<file path="config.mk">
export PLATFORM = sky130hd
export DESIGN_NAME = input_debouncer
export DESIGN_NICKNAME = d
export VERILOG_FILES = /design/src/rtl/input_debouncer_pkg.sv /design/src/rtl/input_debouncer_sync.sv /design/src/rtl/input_debouncer.sv
export SDC_FILE = /design/constraint.sdc
export NUM_CORES = 1
export LEC_CHECK = 0
export ABC_AREA = 0
export BUFFER_PORTS_ARGS = -buffer_cell sky130_fd_sc_hd__clkbuf_2
export CAP_MARGIN = 20
export CORE_MARGIN = 8
export CORE_UTILIZATION = 61
export DETAILED_ROUTE_END_ITERATION = 8
export GPL_TIMING_DRIVEN = 0
export PLACE_DENSITY_LB_ADDON = 0.08
export SLEW_MARGIN = 15
export SYNTH_ARGS = -nofsm -noshare
export SYNTH_HDL_FRONTEND = slang
export SYNTH_HIERARCHICAL = 1
export SYNTH_SLANG_ARGS = --single-unit
</file>
<file path="constraint.sdc">
create_clock -name clk -period 5.3 [get_ports clk]
set_input_delay 0.265 -clock clk [delete_from_list [all_inputs] [get_ports clk]]
set_output_delay 0.265 -clock clk [all_outputs]
set_load 0.05 [all_outputs]
</file>
<file path="src/rtl/input_debouncer_pkg.sv">
// input_debouncer_pkg: shared state encoding, defaults and state decodes for the debouncer
package input_debouncer_pkg;
  localparam int CNT_W_DEF = 16;
  typedef enum logic [1:0] {STABLE_LO, PEND_HI, STABLE_HI, PEND_LO} statetype;
  function automatic logic level_of(statetype s);
    return s == STABLE_HI || s == PEND_LO;
  endfunction
  function automatic logic is_pend(statetype s);
    return s == PEND_HI || s == PEND_LO;
  endfunction
endpackage

</file>
<file path="src/rtl/input_debouncer_sync.sv">
// input_debouncer_sync: generic two-flop synchronizer without reset
module input_debouncer_sync #(
  parameter int W = 1
) (
  input  logic         clk,
  input  logic [W-1:0] i_d,
  output logic [W-1:0] o_q
);
  logic [W-1:0] r_meta;
  logic [W-1:0] r_q;
  // two back-to-back flops absorb metastability on the asynchronous input
  always_ff @(posedge clk) begin
    r_meta <= i_d;
    r_q    <= r_meta;
  end
  assign o_q = r_q;
endmodule

</file>
<file path="src/rtl/input_debouncer.sv">
// input_debouncer: synchronizes a raw level and only follows it after it has been stable long enough
module input_debouncer import input_debouncer_pkg::*; #(
  parameter int CNT_W = CNT_W_DEF
) (
  input  logic             clk,
  input  logic             resetn,
  input  logic             din,
  input  logic             en,
  input  logic [CNT_W-1:0] threshold,
  output logic             dout,
  output logic             rise,
  output logic             fall,
  output logic             busy
);
  statetype         r_state, w_state;
  logic [CNT_W-1:0] r_cnt, w_cnt;
  logic [1:0]       r_warm;
  logic             r_dout, r_rise, r_fall, r_busy;
  logic             w_s, w_rise, w_fall;

  input_debouncer_sync #(.W(1)) u_sync (.clk(clk), .i_d(din), .o_q(w_s));

  // warm-up counter keeps the FSM idle until the unreset synchronizer holds real data
  always_ff @(posedge clk or negedge resetn)
    if (!resetn) r_warm <= 2'd0;
    else if (r_warm != 2'd2) r_warm <= r_warm + 2'd1;

  // next-state logic; the edge right after a pulse is skipped so pulses can never be adjacent
  always_comb begin
    w_state = r_state;
    w_cnt   = '0;
    w_rise  = 1'b0;
    w_fall  = 1'b0;
    if (!en) w_state = level_of(r_state) ? STABLE_HI : STABLE_LO;
    else if (r_warm == 2'd2 && !r_rise && !r_fall) begin
      case (r_state)
        STABLE_LO:
          if (w_s) begin
            if (threshold == '0) begin
              w_state = STABLE_HI;
              w_rise  = 1'b1;
            end else begin
              w_state = PEND_HI;
              w_cnt   = CNT_W'(1);
            end
          end
        PEND_HI:
          if (!w_s) w_state = STABLE_LO;
          else if (r_cnt >= threshold) begin
            w_state = STABLE_HI;
            w_rise  = 1'b1;
          end else w_cnt = &r_cnt ? r_cnt : r_cnt + 1'b1;
        STABLE_HI:
          if (!w_s) begin
            if (threshold == '0) begin
              w_state = STABLE_LO;
              w_fall  = 1'b1;
            end else begin
              w_state = PEND_LO;
              w_cnt   = CNT_W'(1);
            end
          end
        PEND_LO:
          if (w_s) w_state = STABLE_HI;
          else if (r_cnt >= threshold) begin
            w_state = STABLE_LO;
            w_fall  = 1'b1;
          end else w_cnt = &r_cnt ? r_cnt : r_cnt + 1'b1;
        default: w_state = STABLE_LO;
      endcase
    end
  end

  // state, counter and every output are registered from the next-state values
  always_ff @(posedge clk or negedge resetn)
    if (!resetn) begin
      r_state <= STABLE_LO;
      r_cnt   <= '0;
      r_dout  <= 1'b0;
      r_rise  <= 1'b0;
      r_fall  <= 1'b0;
      r_busy  <= 1'b0;
    end else begin
      r_state <= w_state;
      r_cnt   <= w_cnt;
      r_dout  <= level_of(w_state);
      r_rise  <= w_rise;
      r_fall  <= w_fall;
      r_busy  <= is_pend(w_state);
    end

  assign dout = r_dout;
  assign rise = r_rise;
  assign fall = r_fall;
  assign busy = r_busy;
endmodule

</file>
==> metrics.txt, run 1 <==
status finished clean; total of max-cap violations 0; wirelength, routed between 3 and 4 mm; Max Fclk 465.2 MHz; root buffer cell clkbuf_4; Remaining DRCs 0; TritonCTS Buffers 3; Pre-Repair DR Iteration Count 4; ranking of synthesized cells by area dfrtp_1, ha_1, xnor2_1, inv_1, nor2_1; CP Class flip-flop to flip-flop; worst min path class input pin to flip-flop; Clock transition at path regs 140 ps; CTS tree yes; vias in the first global route approximately 1500; met1 GRT Util about 18%; Slew Limit Fails 0; number of cells on the worst reg-to-reg path 8; Mapped Cells 178; Die Width about 70 um; grt peak-use layer met2; post-layout util around 71%; Placed Instances 232; routing usage on met3 under 10%; met2 Use GR ~28%; cell area after synthesis 1723 sq um; sequential-to-total area share from yosys stat approximately 36%; worst endpoint required time between 5000 and 6000 ps; top_reg_cell synth dfrtp_1; unrepaired setup endpoints after global routing no; largest net degree at the start of global routing 24; global-route wire length before repair about 6.6 mm; CP max stage delay ~470 ps; IO Port Bufs 23; Final Hold Viols 0; share of Yosys cell area claimed by the top area cell type about a third; number of vias in the routed layout around 1400; combinational share of power 31.5%; row count 19; CP Capture Type flip-flop; HPWL after detailed placement about 3.1 mm; CP Max Fanout 10; Post-synth EDFFs 0; final cell count without fillers approximately 240; GP Congestion 0.8417; Synth async-reset ratio between 90 and 100%; Synthesized Nets roughly 220; post-DR wirelength/cell 16.13 um; initial antenna violation count 0; flop and latch count out of synthesis 25; Clock power frac approximately 20%; GRT overflow 0; GRT Overall Usage between 10% and 20%; actual slew at the worst max-slew pin roughly 620 ps; Hold Crit Depth 1; worst skew pair latency approximately 320 ps; die extent in y 69.15 um; fin crit share between 40% and 50%; YS warnings 6; placed cell area 1877 sq um; Design Area, Final 1917 sq um; post-route ant nets 0; data arrival time of the worst path 2420 ps; Core ar. between 2000 and 3000 sq um; DR iter-0 viols 50; Slew Limit Headroom 58.88%; Pleak between 0.9 and 1 nW; Slowest-stage cell, CP dfrtp_1; die area between 4000 and 5000 sq um; Max VDD drop 0.2300 mV; startpoint types flip-flop; Net Sw Power around 0.16 mW; crit path cell chain inv_1 -> ha_1 -> nand2b_1 -> a2111o_1 -> nand4_1 -> nand4_2 -> buf_2 -> nor2_1; Reg power frac about half; Clock Sinks 25; Overall Power 0.4551 mW; cell taking the most area after synthesis dfrtp_1; Mean Syn Cell Area ~9.7 sq um; PwrDens between 200 and 250 nW/um^2; Final setup viols 0; area grow syn2layout 11.26%; worst-case clock buffer depth 2; layout cells sized above 1 around a fifth; fin nets ~250; Resize count post-CTS 0; Final min period around 2100 ps; H-Tree Depth 1; Int Pwr 0.2917 mW; Layout Skew about 3.4 ps; Starting Density 63.57%; Post-CTS Setup Bufs 0; ANT cells 0; Yosys cell types 44; setup TNS 0 ps; Sw Share a little over a third; Ports 24; via density per instance approximately 6
power groups by stage:
stage          sequential [mW]  clock, mW  combinational (mW)
6_report                 0.221     0.0902               0.143
5_1_grt                  0.224     0.0973               0.160
4_1_cts                  0.221     0.0926               0.145
3_5_place_dp             0.225          0               0.144
3_3_place_gp             0.224          0               0.139
2_1_floorplan            0.251          0              0.0786
worst max-delay path, delay by kind of cell (launching register included):
kind            cells  cell delay [ps]
simple gates        4              650
flops               1              470
compound gates      1              400
buf+inv             2              330
fa+ha+maj           1              260
layout by cell type, fill, tap and decap left out, types with 5 or more instances in the layout:
master     n
xnor2_1   13
a21oi_1    5
nand3_1    7
inv_1     20
dfrtp_1   23
nor3_1     5
nor2_1    18
nand4_1    5
o21ai_0    5
ha_1      18
clkbuf_2  23
cells by family after synthesis:
family | after synthesis | synth area share [%]
flops | 25 | 35.73
xor+xnor | 14 | 7.117
compound gates | 24 | 9.005
simple gates | 70 | 27.09
mux | 4 | 2.469
fa+ha+maj | 18 | 13.07
buf+inv | 23 | 5.519
sequential cells by signal, summed over array words and instances, names as in the netlist:
| name | cells |
|---|---|
| fall | 1 |
| u_sync/r_meta | 1 |
| busy | 1 |
| dout | 1 |
| r_state | 1 |
| r_warm | 2 |
| rise | 1 |
| u_sync/o_q | 1 |
| r_cnt | 16 |
path summary, 6_finish.rpt:
kind	startpoint	end	slack (ps)
min in group asynchronous	resetn	r_cnt[7]	460
setup / recovery	r_cnt[0]	r_cnt[11]	3150
setup reg to reg	r_cnt[0]	r_cnt[11]	3150
max in group asynchronous	resetn	r_cnt[0]	4440
hold / removal	din	u_sync/r_meta	30
hold reg to reg	u_sync/r_meta	u_sync/o_q	350
timing repair:
action,in CTS,in global routing
endpoints found under the setup margin,0,0
hold buffers,1,0
hold endpoints to repair,23,0
cell usage after synthesis (3+ instances only):
cell type,count
ha_1,18
xnor2_1,13
nand2_1,3
o21ai_1,3
nand4_1,5
a211oi_1,3
nand3_1,7
nor2_1,18
o21ai_0,5
inv_1,20
nand2b_1,3
nor4_1,4
dfrtp_1,23
nor2b_1,4
a21oi_1,5
nor3_1,5
through the flow:
stage / setup slack [ps] / hold slack [ps]
final: 3151 / 28.85
after global routing: 2942 / 9.875
after CTS: 3115 / 21.68
after detailed placement: 3148 / 299.9
after global placement: 3210 / 286.3
after floorplan: 3361 / -30.59
layout make-up:
cell class	count	area (sq um)
Buffer	3	20.02
Tap cell	31	38.79
Clock inverter	1	7.507
Fill cell	233	793.3
Clock buffer	3	22.52
Multi-Input combinational cell	130	1012
Timing Repair Buffer	24	125.1
Inverter	20	75.07
Sequential cell	25	615.6
routing by layer:
metal | vias to the layer above | part of all wire, %
met5 | - | 0
met1 | 677 | 43
met3 | 8 | 5.5
met2 | 35 | 49
met4 | 0 | 1.8
li1 | 697 | -
(Power assumes the default switching activity.)
==> run 2: changes to the inputs <==
- CORE_UTILIZATION: 61 -> 57
- clock period: 5.3 -> 2.05 ns (I/O delays scaled with it)
==> run 2 against run 1 <==
Against the previous run: the flow now finishes with violations (setup timing); die area increased by 5.4%; clock skew increased by 2.8 ps; combinational power rose to 3.5 times the previous value; via count increased by 5.2%; critical path depth shrank 2; critical path type unchanged; power grew to 2.9 times the previous value; cell count rose by 5.9%; first-iteration DRC count down 20%; largest cell class unchanged.
==> metrics.txt, run 2 (synthesis results as in run 1) <==
area grow syn2layout 26.00%; post-route ant nets 0; CP Class flip-flop to flip-flop; most common cell after layout, fill and taps aside clkbuf_2; post-layout util around three quarters; status finished with violations; fin crit share 102.3%; grt peak-use layer met2; largest net degree at the start of global routing 24; CP Max Fanout 4; unrepaired setup endpoints after global routing yes; FF-to-FF setup slack -50 ps; met1 GRT Util between 10% and 20%; Slowest-stage cell, CP dfrtp_1; layout cells sized above 1 about 31%; post-DR wirelength/cell ~17 um; Clock Sinks 25; number of vias in the routed layout around 1500; Slew Limit Fails 0; data arrival time of the worst path 2320 ps; Pre-Repair DR Iteration Count 4; HPWL after detailed placement around 3 mm; total of max-cap violations 0; Final setup viols 3; ANT cells 0; GRT overflow 0; Fin Hold WS 321.3 ps; met2 Use GR 26.88%; die extent in y around 71 um; CP Capture Type flip-flop; failing checks setup timing; Slew Limit Headroom a little under three fifths; die area roughly 5000 sq um; Clock transition at path regs between 100 and 150 ps; number of cells on the worst reg-to-reg path 6; CP max stage delay approximately 470 ps; Register Area slightly above 600 sq um; Remaining DRCs 0; Top Registers r_cnt: 16 flops, r_warm: 2 flops; global-route wire length before repair 6.617 mm; worst endpoint required time 2270 ps; row count 20; Layout Skew around 6.2 ps; Final Hold Viols 0; reg-to-reg critical path endpoint dout; crit path cell chain ha_1 -> nand4_1 -> nor2_1 -> nand4_1 -> a31oi_4 -> mux2_1; worst min path class input pin to asynchronous set/reset pin; GRT Overall Usage roughly 16%; Final min period between 2000 and 2500 ps; commonest cells after routing, fill and taps aside clkbuf_2, inv_1, dfrtp_1, ha_1, xnor2_1; Max VDD drop ~0.34 mV; Starting Density 58.35%; Max Fclk between 400 and 500 MHz; setup TNS -125.3 ps; Pleak 1.007 nW; Core ar. 2953 sq um; max reg flops 16; wirelength, routed ~4.4 mm; DR iter-0 viols 40; TritonCTS Buffers 3; initial antenna violation count 0; IO Port Bufs 23; startpoint types flip-flop; Die Width 70.98 um; setup ws final -48.16 ps; vias in the first global route 1467; routing usage on met3 3.249%; root buffer cell clkbuf_4; H-Tree Depth 1; CTS tree yes; worst slack at placement -117.6 ps; CP most frequent cell nand4_1; PwrDens roughly 600 nW/um^2; via density per instance a little under 6; fin nets between 200 and 300; Reg with most FFs r_cnt; Ports 24; Fill cells 211; worst-case clock buffer depth 2; worst skew pair latency 320 ps; r2r startpoint r_cnt[9]; actual slew at the worst max-slew pin ~660 ps; Multi-input gate area roughly 1100 sq um; GP Congestion 0.8110
-- run 2: cell count changes in the layout (fill, tap and decap cells not counted), moves of 2 or more --
cell           before  now
dfrtp_1            23   20
buf_4               0    9
nor2_1             18    8
dfrtp_2             0    3
nor2_4              0   10
dlygate4sd3_1       1    3
-- run 2: layer usage --
metal | wire length, um | part of all wire [%]
met1 | 1938 | 44
met2 | 2182 | 50
met3 | 194 | 4.4
met4 | 50 | 1.1
met5 | 0 | 0
-- run 2: cell type report --
class / count / share of cell area [%]
multi-input combinational: 130 / 52.51
sequential: 25 / 28.53
timing repair buffer: 36 / 10.95
inverter: 20 / 3.458
tap: 33 / 1.902
buffer: 3 / 1.383
clock buffer: 3 / 1.037
clock inverter: 1 / 0.2305
-- run 2: power breakdown --
group	switching, mW	leakage, nW	total, mW	internal, mW
clock network	0.151	0.0177	0.225	0.0731
registers	0.0315	0.321	0.566	0.535
logic	0.294	0.668	0.507	0.213
-- run 2: worst max path at each step --
| stage | slack, ps | startpoint | to |
|---|---|---|---|
| floorplan | 110 | r_cnt[0] | dout |
| global placement | -70 | r_cnt[0] | r_cnt[3] |
| detailed placement | -120 | r_cnt[0] | r_cnt[12] |
| CTS | -9 | r_cnt[0] | dout |
| global route | -130 | r_cnt[0] | busy |
| finish | -50 | r_cnt[9] | dout |
-- run 2: critical path, delay by kind of cell, from the launching register on --
family / cells / cell delay [ps]
mux: 1 / 350
flops: 1 / 470
simple gates: 3 / 540
compound gates: 1 / 300
fa+ha+maj: 1 / 350
-- run 2: per-stage QoR --
| step | total power, mW | instances | area, sq um |
|---|---|---|---|
| after floorplan | 0.8512 | 178 | 1723 |
| after global placement | 0.9407 | 234 | 1879 |
| after detailed placement | 0.9620 | 234 | 1879 |
| after CTS | 1.226 | 244 | 1971 |
| after global routing | 1.369 | 251 | 2171 |
| final | 1.298 | 251 | 2171 |
-- run 2: what timing repair did --
item | 4_1_cts | 5_1_grt
pin swaps | 1 | 15
buffers inserted | 3 | 6
endpoints found under the hold margin | 25 | 0
gates resized for setup | 2 | 31
hold buffers | 3 | 0
setup endpoints to repair | 14 | 16
cloned | 0 | 1
